$ cat config.mk
export PLATFORM = sky130hd
export DESIGN_NAME = pipeline_core_p
export DESIGN_NICKNAME = d
export VERILOG_FILES = /design/src/rtl/pipeline_pkg.sv /design/src/rtl/pipeline_regfile.sv /design/src/rtl/pipeline_core_p.sv
export SDC_FILE = /design/constraint.sdc
export NUM_CORES = 2
export LEC_CHECK = 0
export ABC_AREA = 1
export BUFFER_PORTS_ARGS = -buffer_cell sky130_fd_sc_hd__buf_2
export CAP_MARGIN = 25
export CORE_MARGIN = 8
export CORE_UTILIZATION = 28
export CTS_CLUSTER_DIAMETER = 60
export DETAILED_ROUTE_END_ITERATION = 6
export HOLD_SLACK_MARGIN = 0.02
export PLACE_DENSITY = 0.38
export SETUP_SLACK_MARGIN = 0.5
export SYNTH_ARGS = -nofsm -noshare
export SYNTH_HDL_FRONTEND = slang
export SYNTH_SLANG_ARGS = --single-unit
export TNS_END_PERCENT = 5
$ cat constraint.sdc
create_clock -name clk -period 9.5 [get_ports clk]
set_input_delay 0.95 -clock clk [delete_from_list [all_inputs] [get_ports clk]]
set_output_delay 0.95 -clock clk [all_outputs]
set_load 0.02 [all_outputs]
$ cat src/rtl/pipeline_pkg.sv
// Shared definitions for the 4-stage pipeline core: opcodes, default
// parameters, stage control record and small decode helpers.
package pipeline_pkg;

  localparam int DATA_W_DEF     = 32;
  localparam int NUM_REGS_DEF   = 32;
  localparam int DMEM_DEPTH_DEF = 16;

  localparam logic [5:0] OP_ADD = 6'b000000;
  localparam logic [5:0] OP_SUB = 6'b000001;
  localparam logic [5:0] OP_LDI = 6'b000010;
  localparam logic [5:0] OP_LW  = 6'b000011;
  localparam logic [5:0] OP_SW  = 6'b000100;

  // Decoded operation class carried down the pipe.
  typedef enum logic [2:0] {
    K_NOP = 3'd0,
    K_ADD = 3'd1,
    K_SUB = 3'd2,
    K_LDI = 3'd3,
    K_LW  = 3'd4,
    K_SW  = 3'd5
  } kind_e;

  // Control part of every stage register; data fields live beside it
  // because their width depends on the core's DATA_W parameter.
  typedef struct packed {
    logic       valid;
    kind_e      kind;
    logic [4:0] dst;
  } stage_ctl_t;

  function automatic kind_e decode_op(input logic [5:0] op);
    case (op)
      OP_ADD:  return K_ADD;
      OP_SUB:  return K_SUB;
      OP_LDI:  return K_LDI;
      OP_LW:   return K_LW;
      OP_SW:   return K_SW;
      default: return K_NOP;
    endcase
  endfunction

  function automatic logic writes_reg(input kind_e k);
    return (k == K_ADD) || (k == K_SUB) || (k == K_LDI) || (k == K_LW);
  endfunction

endpackage

$ cat src/rtl/pipeline_regfile.sv
// Register file: two combinational read ports, one write port, r0 reads as
// zero, and a write-through bypass so a same-cycle write is seen by readers.
module pipeline_regfile
  import pipeline_pkg::*;
#(
  parameter int DATA_W   = DATA_W_DEF,
  parameter int NUM_REGS = NUM_REGS_DEF
) (
  input  logic                        clk,
  input  logic                        reset,
  input  logic [$clog2(NUM_REGS)-1:0] i_ra_idx,
  output logic [DATA_W-1:0]           o_ra_data,
  input  logic [$clog2(NUM_REGS)-1:0] i_rb_idx,
  output logic [DATA_W-1:0]           o_rb_data,
  input  logic                        i_we,
  input  logic [$clog2(NUM_REGS)-1:0] i_wa_idx,
  input  logic [DATA_W-1:0]           i_wd
);

  localparam int RW = $clog2(NUM_REGS);

  logic [DATA_W-1:0] r_regs [NUM_REGS];

  // Storage update; index 0 is never written so it stays zero after reset.
  always_ff @(posedge clk) begin
    if (reset) begin
      for (int i = 0; i < NUM_REGS; i++) begin
        r_regs[RW'(i)] <= '0;
      end
    end else if (i_we && (i_wa_idx != '0)) begin
      r_regs[i_wa_idx] <= i_wd;
    end
  end

  // Read ports with write-through bypass; r0 overrides everything.
  always_comb begin
    o_ra_data = r_regs[i_ra_idx];
    if (i_we && (i_wa_idx == i_ra_idx)) o_ra_data = i_wd;
    if (i_ra_idx == '0) o_ra_data = '0;

    o_rb_data = r_regs[i_rb_idx];
    if (i_we && (i_wa_idx == i_rb_idx)) o_rb_data = i_wd;
    if (i_rb_idx == '0) o_rb_data = '0;
  end

endmodule

$ cat src/rtl/pipeline_core_p.sv
// Four-stage in-order core (ID, EX, MEM, WB) with EX-stage forwarding,
// a single-cycle load-use interlock and a small word-addressed data memory.
module pipeline_core_p
  import pipeline_pkg::*;
#(
  parameter int DATA_W     = DATA_W_DEF,
  parameter int NUM_REGS   = NUM_REGS_DEF,
  parameter int DMEM_DEPTH = DMEM_DEPTH_DEF
) (
  input  logic                        clk,
  input  logic                        reset,
  input  logic                        in_valid,
  output logic                        in_ready,
  input  logic [31:0]                 instruction,
  output logic                        result_valid,
  output logic [$clog2(NUM_REGS)-1:0] result_rd,
  output logic [DATA_W-1:0]           result,
  output logic [31:0]                 retired_count,
  output logic [31:0]                 stall_count
);

  localparam int         RW       = $clog2(NUM_REGS);
  localparam int         AW       = $clog2(DMEM_DEPTH);
  localparam logic [4:0] IDX_MASK = 5'(NUM_REGS - 1);

  // ID stage holds the raw instruction; decode happens combinationally.
  logic              r_id_vld;
  logic [31:0]       r_id_instr;

  stage_ctl_t        r_ex;
  logic [4:0]        r_ex_rs;
  logic [4:0]        r_ex_rt;
  logic [DATA_W-1:0] r_ex_a;
  logic [DATA_W-1:0] r_ex_b;
  logic [DATA_W-1:0] r_ex_imm;

  stage_ctl_t        r_mem;
  logic [DATA_W-1:0] r_mem_res;
  logic [DATA_W-1:0] r_mem_sd;

  stage_ctl_t        r_wb;
  logic [DATA_W-1:0] r_wb_res;

  logic [DATA_W-1:0] r_dmem [DMEM_DEPTH];
  logic [31:0]       r_retired;
  logic [31:0]       r_stalls;

  kind_e             w_id_kind;
  logic [4:0]        w_id_rs;
  logic [4:0]        w_id_rt;
  logic [4:0]        w_id_rd;
  logic [4:0]        w_id_dst;
  logic              w_id_use_rs;
  logic              w_id_use_rt;
  logic [31:0]       w_imm32;
  logic [DATA_W-1:0] w_id_imm;
  logic [DATA_W-1:0] w_rf_a;
  logic [DATA_W-1:0] w_rf_b;
  logic              w_stall;

  logic              w_wb_we;
  logic              w_mem_fwd;
  logic [DATA_W-1:0] w_ex_a;
  logic [DATA_W-1:0] w_ex_b;
  logic [DATA_W-1:0] w_ex_res;

  logic [AW-1:0]     w_mem_addr;
  logic [DATA_W-1:0] w_mem_rdata;
  logic [DATA_W-1:0] w_mem_val;

  // ID decode: operand usage, destination and sign-extended immediate.
  always_comb begin
    w_id_kind   = decode_op(r_id_instr[31:26]);
    w_id_rs     = r_id_instr[25:21] & IDX_MASK;
    w_id_rt     = r_id_instr[20:16] & IDX_MASK;
    w_id_rd     = r_id_instr[15:11] & IDX_MASK;
    w_imm32     = {{16{r_id_instr[15]}}, r_id_instr[15:0]};
    w_id_imm    = w_imm32[DATA_W-1:0];
    w_id_dst    = 5'd0;
    w_id_use_rs = 1'b0;
    w_id_use_rt = 1'b0;
    case (w_id_kind)
      K_ADD, K_SUB: begin
        w_id_dst    = w_id_rd;
        w_id_use_rs = 1'b1;
        w_id_use_rt = 1'b1;
      end
      K_LDI: w_id_dst = w_id_rt;
      K_LW: begin
        w_id_dst    = w_id_rt;
        w_id_use_rs = 1'b1;
      end
      K_SW: begin
        w_id_use_rs = 1'b1;
        w_id_use_rt = 1'b1;
      end
      default: ;
    endcase
  end

  // A load in EX cannot forward in time, so hold ID one cycle when it
  // consumes the load's destination. Built only from registered state.
  assign w_stall = r_id_vld && r_ex.valid && (r_ex.kind == K_LW) &&
                   (r_ex.dst != 5'd0) &&
                   ((w_id_use_rs && (w_id_rs == r_ex.dst)) ||
                    (w_id_use_rt && (w_id_rt == r_ex.dst)));

  assign in_ready = !w_stall;

  assign w_wb_we = r_wb.valid && writes_reg(r_wb.kind) && (r_wb.dst != 5'd0);

  pipeline_regfile #(
    .DATA_W   (DATA_W),
    .NUM_REGS (NUM_REGS)
  ) u_regfile (
    .clk       (clk),
    .reset     (reset),
    .i_ra_idx  (w_id_rs[RW-1:0]),
    .o_ra_data (w_rf_a),
    .i_rb_idx  (w_id_rt[RW-1:0]),
    .o_rb_data (w_rf_b),
    .i_we      (w_wb_we),
    .i_wa_idx  (r_wb.dst[RW-1:0]),
    .i_wd      (r_wb_res)
  );

  // A load sitting in MEM has no data yet; the interlock keeps consumers
  // away from it, so only ALU/LDI results forward from MEM.
  assign w_mem_fwd = r_mem.valid && writes_reg(r_mem.kind) &&
                     (r_mem.kind != K_LW) && (r_mem.dst != 5'd0);

  // EX operand selection (MEM is younger than WB, so it wins) and ALU.
  always_comb begin
    w_ex_a = r_ex_a;
    if (w_wb_we && (r_wb.dst == r_ex_rs))    w_ex_a = r_wb_res;
    if (w_mem_fwd && (r_mem.dst == r_ex_rs)) w_ex_a = r_mem_res;

    w_ex_b = r_ex_b;
    if (w_wb_we && (r_wb.dst == r_ex_rt))    w_ex_b = r_wb_res;
    if (w_mem_fwd && (r_mem.dst == r_ex_rt)) w_ex_b = r_mem_res;

    case (r_ex.kind)
      K_ADD:      w_ex_res = w_ex_a + w_ex_b;
      K_SUB:      w_ex_res = w_ex_a - w_ex_b;
      K_LDI:      w_ex_res = r_ex_imm;
      K_LW, K_SW: w_ex_res = w_ex_a + r_ex_imm;
      default:    w_ex_res = '0;
    endcase
  end

  // Address wraps by simply dropping the upper bits of the sum.
  assign w_mem_addr  = r_mem_res[AW-1:0];
  assign w_mem_rdata = r_dmem[w_mem_addr];
  assign w_mem_val   = (r_mem.kind == K_LW) ? w_mem_rdata : r_mem_res;

  // ID register: accept on handshake, hold on stall, otherwise take a bubble.
  always_ff @(posedge clk) begin
    if (reset) begin
      r_id_vld   <= 1'b0;
      r_id_instr <= '0;
    end else if (!w_stall) begin
      r_id_vld <= in_valid;
      if (in_valid) r_id_instr <= instruction;
    end
  end

  // EX register: operands from the register file, bubble during a stall.
  always_ff @(posedge clk) begin
    if (reset) begin
      r_ex     <= '0;
      r_ex_rs  <= '0;
      r_ex_rt  <= '0;
      r_ex_a   <= '0;
      r_ex_b   <= '0;
      r_ex_imm <= '0;
    end else begin
      if (w_stall) r_ex <= '0;
      else         r_ex <= '{valid: r_id_vld, kind: w_id_kind, dst: w_id_dst};
      r_ex_rs  <= w_id_rs;
      r_ex_rt  <= w_id_rt;
      r_ex_a   <= w_rf_a;
      r_ex_b   <= w_rf_b;
      r_ex_imm <= w_id_imm;
    end
  end

  // MEM register: ALU result (or address) and store data.
  always_ff @(posedge clk) begin
    if (reset) begin
      r_mem     <= '0;
      r_mem_res <= '0;
      r_mem_sd  <= '0;
    end else begin
      r_mem     <= r_ex;
      r_mem_res <= w_ex_res;
      r_mem_sd  <= w_ex_b;
    end
  end

  // Data memory: cleared by reset, written by a store in MEM.
  always_ff @(posedge clk) begin
    if (reset) begin
      for (int i = 0; i < DMEM_DEPTH; i++) begin
        r_dmem[AW'(i)] <= '0;
      end
    end else if (r_mem.valid && (r_mem.kind == K_SW)) begin
      r_dmem[w_mem_addr] <= r_mem_sd;
    end
  end

  // WB register: final value that drives the result port and the write port.
  always_ff @(posedge clk) begin
    if (reset) begin
      r_wb     <= '0;
      r_wb_res <= '0;
    end else begin
      r_wb     <= r_mem;
      r_wb_res <= w_mem_val;
    end
  end

  // Retirement and load-use stall counters, both free-running and wrapping.
  always_ff @(posedge clk) begin
    if (reset) begin
      r_retired <= '0;
      r_stalls  <= '0;
    end else begin
      if (r_wb.valid) r_retired <= r_retired + 32'd1;
      if (w_stall)    r_stalls  <= r_stalls + 32'd1;
    end
  end

  assign result_valid  = w_wb_we;
  assign result_rd     = r_wb.dst[RW-1:0];
  assign result        = r_wb_res;
  assign retired_count = r_retired;
  assign stall_count   = r_stalls;

endmodule

==> out/results.txt <==
The first global-routing pass estimated 593800 um of wire. After clock tree synthesis, the flow added hold-fix buffers numbering 0. The share of final-layout standard cells stronger than drive strength 1 was 0.09433; the clock-pin transition on the worst setup and hold timing paths was 0.06 ns.

The count of nets left with antenna violations once routing finished came out at 0. Xor and xnor fraction of the mapped netlist area: 0.003847. TritonCTS built the clock tree.

The cell type of the slowest stage on the worst timing path was inv_1. The tools report the portion of the post-synthesis area used by sequential elements as 0.5746. The highest layer touched by signal routing is met5. The initial cell density of the core was 0.2811; the transition time of the tightest slew-check pin was 1.215 ns. The synthesized-area fraction occupied by and/or/nand/nor cells works out to 0.1750.

The routed wirelength normalized by instance count is 29.68 um, and the synthesized-area fraction occupied by ao, oa, aoi and oai cells is 0.1753. The library cell appearing most often on the critical path is nand2_1. The count of maximum capacitance violations is 0. The number of flops mapped to enable cells by yosys works out to 1536.

Entering global routing, the biggest net connects 179 pins. Wires add up to 430600 um. After detailed routing, the met2 layer carries 193600 um of wire. The flow ran to the end, and the final reports show no timing, DRC or antenna violations. The cell area after synthesis is 0.09107 mm2, and the quantity of gates resized following cts is 0. Worst hold path stage count: 3. The endpoint identified for the worst register-to-register timing path is r_mem_res[26]$_SDFF_PP0_. The minimum setup slack among reg-to-reg paths was 3.09 ns; the number of cells traversed by the worst register-to-register path was 29.

The via-per-instance ratio came out at 5.364. In this run the clock root is driven by a clkbuf_16. The upper clock frequency limit was 0.1560 GHz. The tools report the initial antenna violation count as 30. The number of global-route vias before repair is 73638.

For the final-layout fill cell count, the log shows 33456. The later-pin clock latency in the skew report is 0.94 ns. The analysis attributes to cell leakage a power of 0.03615 uW. Clock tree synthesis inserted a total of 237 buffers. The total count of max-transition violations in the final report is 0, and the final critical-path required period is 6.412 ns.

In the routed design, unresolved DRC markers number 0. Leaving out fill and tap cells, the most frequent cells in the layout are nor2_1, edfxtp_1, o21ai_0. For the number of nets at the end of the flow, the log shows 10040.

The number of setup violations in the final report came out at 0. By area the synthesized netlist is led by edfxtp_1, nor2_1, dfxtp_1, o21ai_0, nand2_1. The warning count from the yosys run is 0. The startpoint identified for the worst register-to-register timing path is result_rd[2]$_SDFF_PP0_. The final route contains 77812 vias. The worst hold path begins at instruction[29]. Once detailed placement completed, the half-perimeter wirelength came to 264600 um.

After synthesis, the mean cell area works out to 8.954 um2. The library cell used most frequently in the layout, excluding fill and tap cells, is nor2_1. The top cell type's share of synthesized area works out to 0.5065. The type of origin of the critical path was a flop.

Die width: 586.3 um. The tools report the overall routing resource usage as 0.2409. The share of synthesized registers carrying an async set or reset was 0; the worst ir drop on vdd was 157.2 uV.

Cell type with the highest aggregate area in the netlist: edfxtp_1. In this run the post-CTS setup repair buffer count came out at 0. For this block, wires on met1 add up to 187500 um. The final total negative setup slack came out at 0 ns. Number of search-and-repair iterations in the first detailed-routing pass: 7.

The tools report the worst hold endpoint as r_id_instr[29]$_SDFFE_PP0P_. For the total area of multi-input combinational cells, the log shows 0.03323 mm2. The maximum fanout encountered on the critical timing path came out at 34.

By area, the combinational part of the netlist is dominated by compound AO/OA/AOI/OAI gates. Adder and majority cell fraction of the synthesized area: 0.004891. In this run the number of H-tree levels came out at 4. CTS saw 1846 sinks. The class of the tightest hold or removal check was in2reg. The tools report the endpoint required time on the critical path as 10.36 ns.

The type of the setup path with the least slack was reg2reg. The run gives 0.3071 ns as the worst hold slack across all endpoints. The floorplan has 209 rows.

The longest clock path from root to sink contains 4 buffers. In this run, distinct cell masters in the synthesized netlist total 64. Setup repair after global routing left no endpoint under its margin.

The fraction of synthesized area in multiplexers was 0; the routed length on met3 was 28640 um. The run gives 0.3240 mm2 as the area of the core. The final RePlAce weighted congestion was 0.8931. The longest individual stage delay on the worst path is 0.73 ns, and the height of the die is 586.3 um. For this run the aggregate overflow at the end of global routing stands at 0. STA classifies the critical path endpoint as a flop. The synthesis-stage register bit count was 1846.

The DRC marker count from the first detailed-route iteration is 8582. Compared with the post-synthesis result, the final layout area differs by 14.75%. Among all flip-flop cells after synthesis, the most frequent one is edfxtp_1. The part of the cycle the worst path needs came out at 0.6749. The power per unit of standard cell area works out to 202.5 mW/mm2. For the final database, setup skew stands at 0.1022 ns. Buffers placed on the I/O ports in this run total 137. The worst slew margin relative to its limit was 0.1882. The die covers 0.3438 mm2.

At the worst endpoint, the arrival time is 7.27 ns. The final count of hold timing violations was 0; the area used by sequential logic in the layout was 0.05236 mm2. Number of ports placed on the die boundary: 138.

Synthesis handed over a netlist of 10171 instances.
## routing by layer
metal | up-vias | global-route usage
li1 | 34889 | -
met1 | 39129 | 0.3275
met2 | 3103 | 0.3841
met3 | 685 | 0.03559
met4 | 6 | 0.1007
met5 | - | 0
## power breakdown
part / switching, uW / internal, uW / total, uW
sequential: 193 / 9050 / 9240
combinational: 2080 / 619 / 2700
clock: 3790 / 5430 / 9220
## flip-flops by register name, indices dropped and copies added (netlist names)
register          cells
u_regfile.r_regs   1024
r_dmem              512
r_ex_a               32
r_ex_b               32
r_id_instr           32
r_mem_res            32
r_mem_sd             32
result               32
retired_count        32
stall_count          32
r_ex_imm             16
r_ex                  9
r_mem                 9
r_ex_rs               5
r_ex_rt               5
result_rd             5
r_wb                  4
r_id_vld              1
## metrics by stage
step,worst slack (ns),total power (uW),instances,instance area (um2),utilization
after floorplan,5.107,10780,10202,91190,-
after global placement,3.155,12060,14038,96320,0.2973
after detailed placement,3.148,12070,14050,96540,0.2980
after CTS,3.123,21320,14485,104400,0.3222
after global routing,2.644,21810,14492,104500,0.3224
final,3.088,21170,14505,104500,0.3225
## cell usage after synthesis (all sizes together), types with 2 or more instances
cell type and number:
edfxtp 1536, buf 148, a21boi 18, a2111oi 11
o21bai 3, o221ai 6, a221oi 29, a22o 10
nor3b 8, o31ai 4, a41oi 16, xor2 27
clkbuf 714, nand2 1257, a31oi 16, o41ai 2
o21a 7, and3 2, inv 686, clkinv 8
o211ai 275, or2 12, o32ai 5, o21ai 1214
a21oi 637, nor2 2116, a211oi 26, nand3b 6
nand4 55, xnor2 13, a22oi 269, o22ai 154
a311oi 3, dfxtp 310, nor3 56, nand3 416
ha 34, nor4 17, a32o 7, o2111ai 33
## cell type report
class,count,share of cell area
multi-input cells,6800,0.3180
repair buffers,391,0.02863
inverters,694,0.02519
flip-flops and latches,1846,0.5011
clock inverters,129,0.01293
clock buffers,306,0.06213
well taps,4325,0.05178
diodes,14,0.0003352
## critical path: cells and delay by family, from the launching register on
family,cells,cell delay [ns]
AOI/OAI and AO/OA,8,1.96
adders and majority gates,2,0.67
buffers and inverters,6,1.77
DFF,1,0.62
and+or+nand+nor,13,1.34
## logic make-up after synthesis
group / after synthesis
other: 1
adder cells (fa/ha/maj): 35
flip-flops: 1846
buffers and inverters: 1556
AND/OR/NAND/NOR: 3945
AO/OA/AOI/OAI: 2748
XOR/XNOR: 40
## worst max path at each step
| stage | to | cells past startpoint | start | slack, ns |
|---|---|---|---|---|
| floorplan | r_mem_res[26]$_SDFF_PP0_ | 31 | result_rd[2]$_SDFF_PP0_ | 5.11 |
| global placement | r_mem_res[26]$_SDFF_PP0_ | 29 | result_rd[2]$_SDFF_PP0_ | 3.16 |
| detailed placement | r_mem_res[26]$_SDFF_PP0_ | 29 | result_rd[2]$_SDFF_PP0_ | 3.15 |
| CTS | r_mem_res[26]$_SDFF_PP0_ | 29 | result_rd[2]$_SDFF_PP0_ | 3.12 |
| global route | r_mem_res[26]$_SDFF_PP0_ | 29 | result_rd[2]$_SDFF_PP0_ | 2.64 |
| finish | r_mem_res[26]$_SDFF_PP0_ | 29 | result_rd[2]$_SDFF_PP0_ | 3.09 |
No activity file was read; power rests on OpenSTA's default activity.
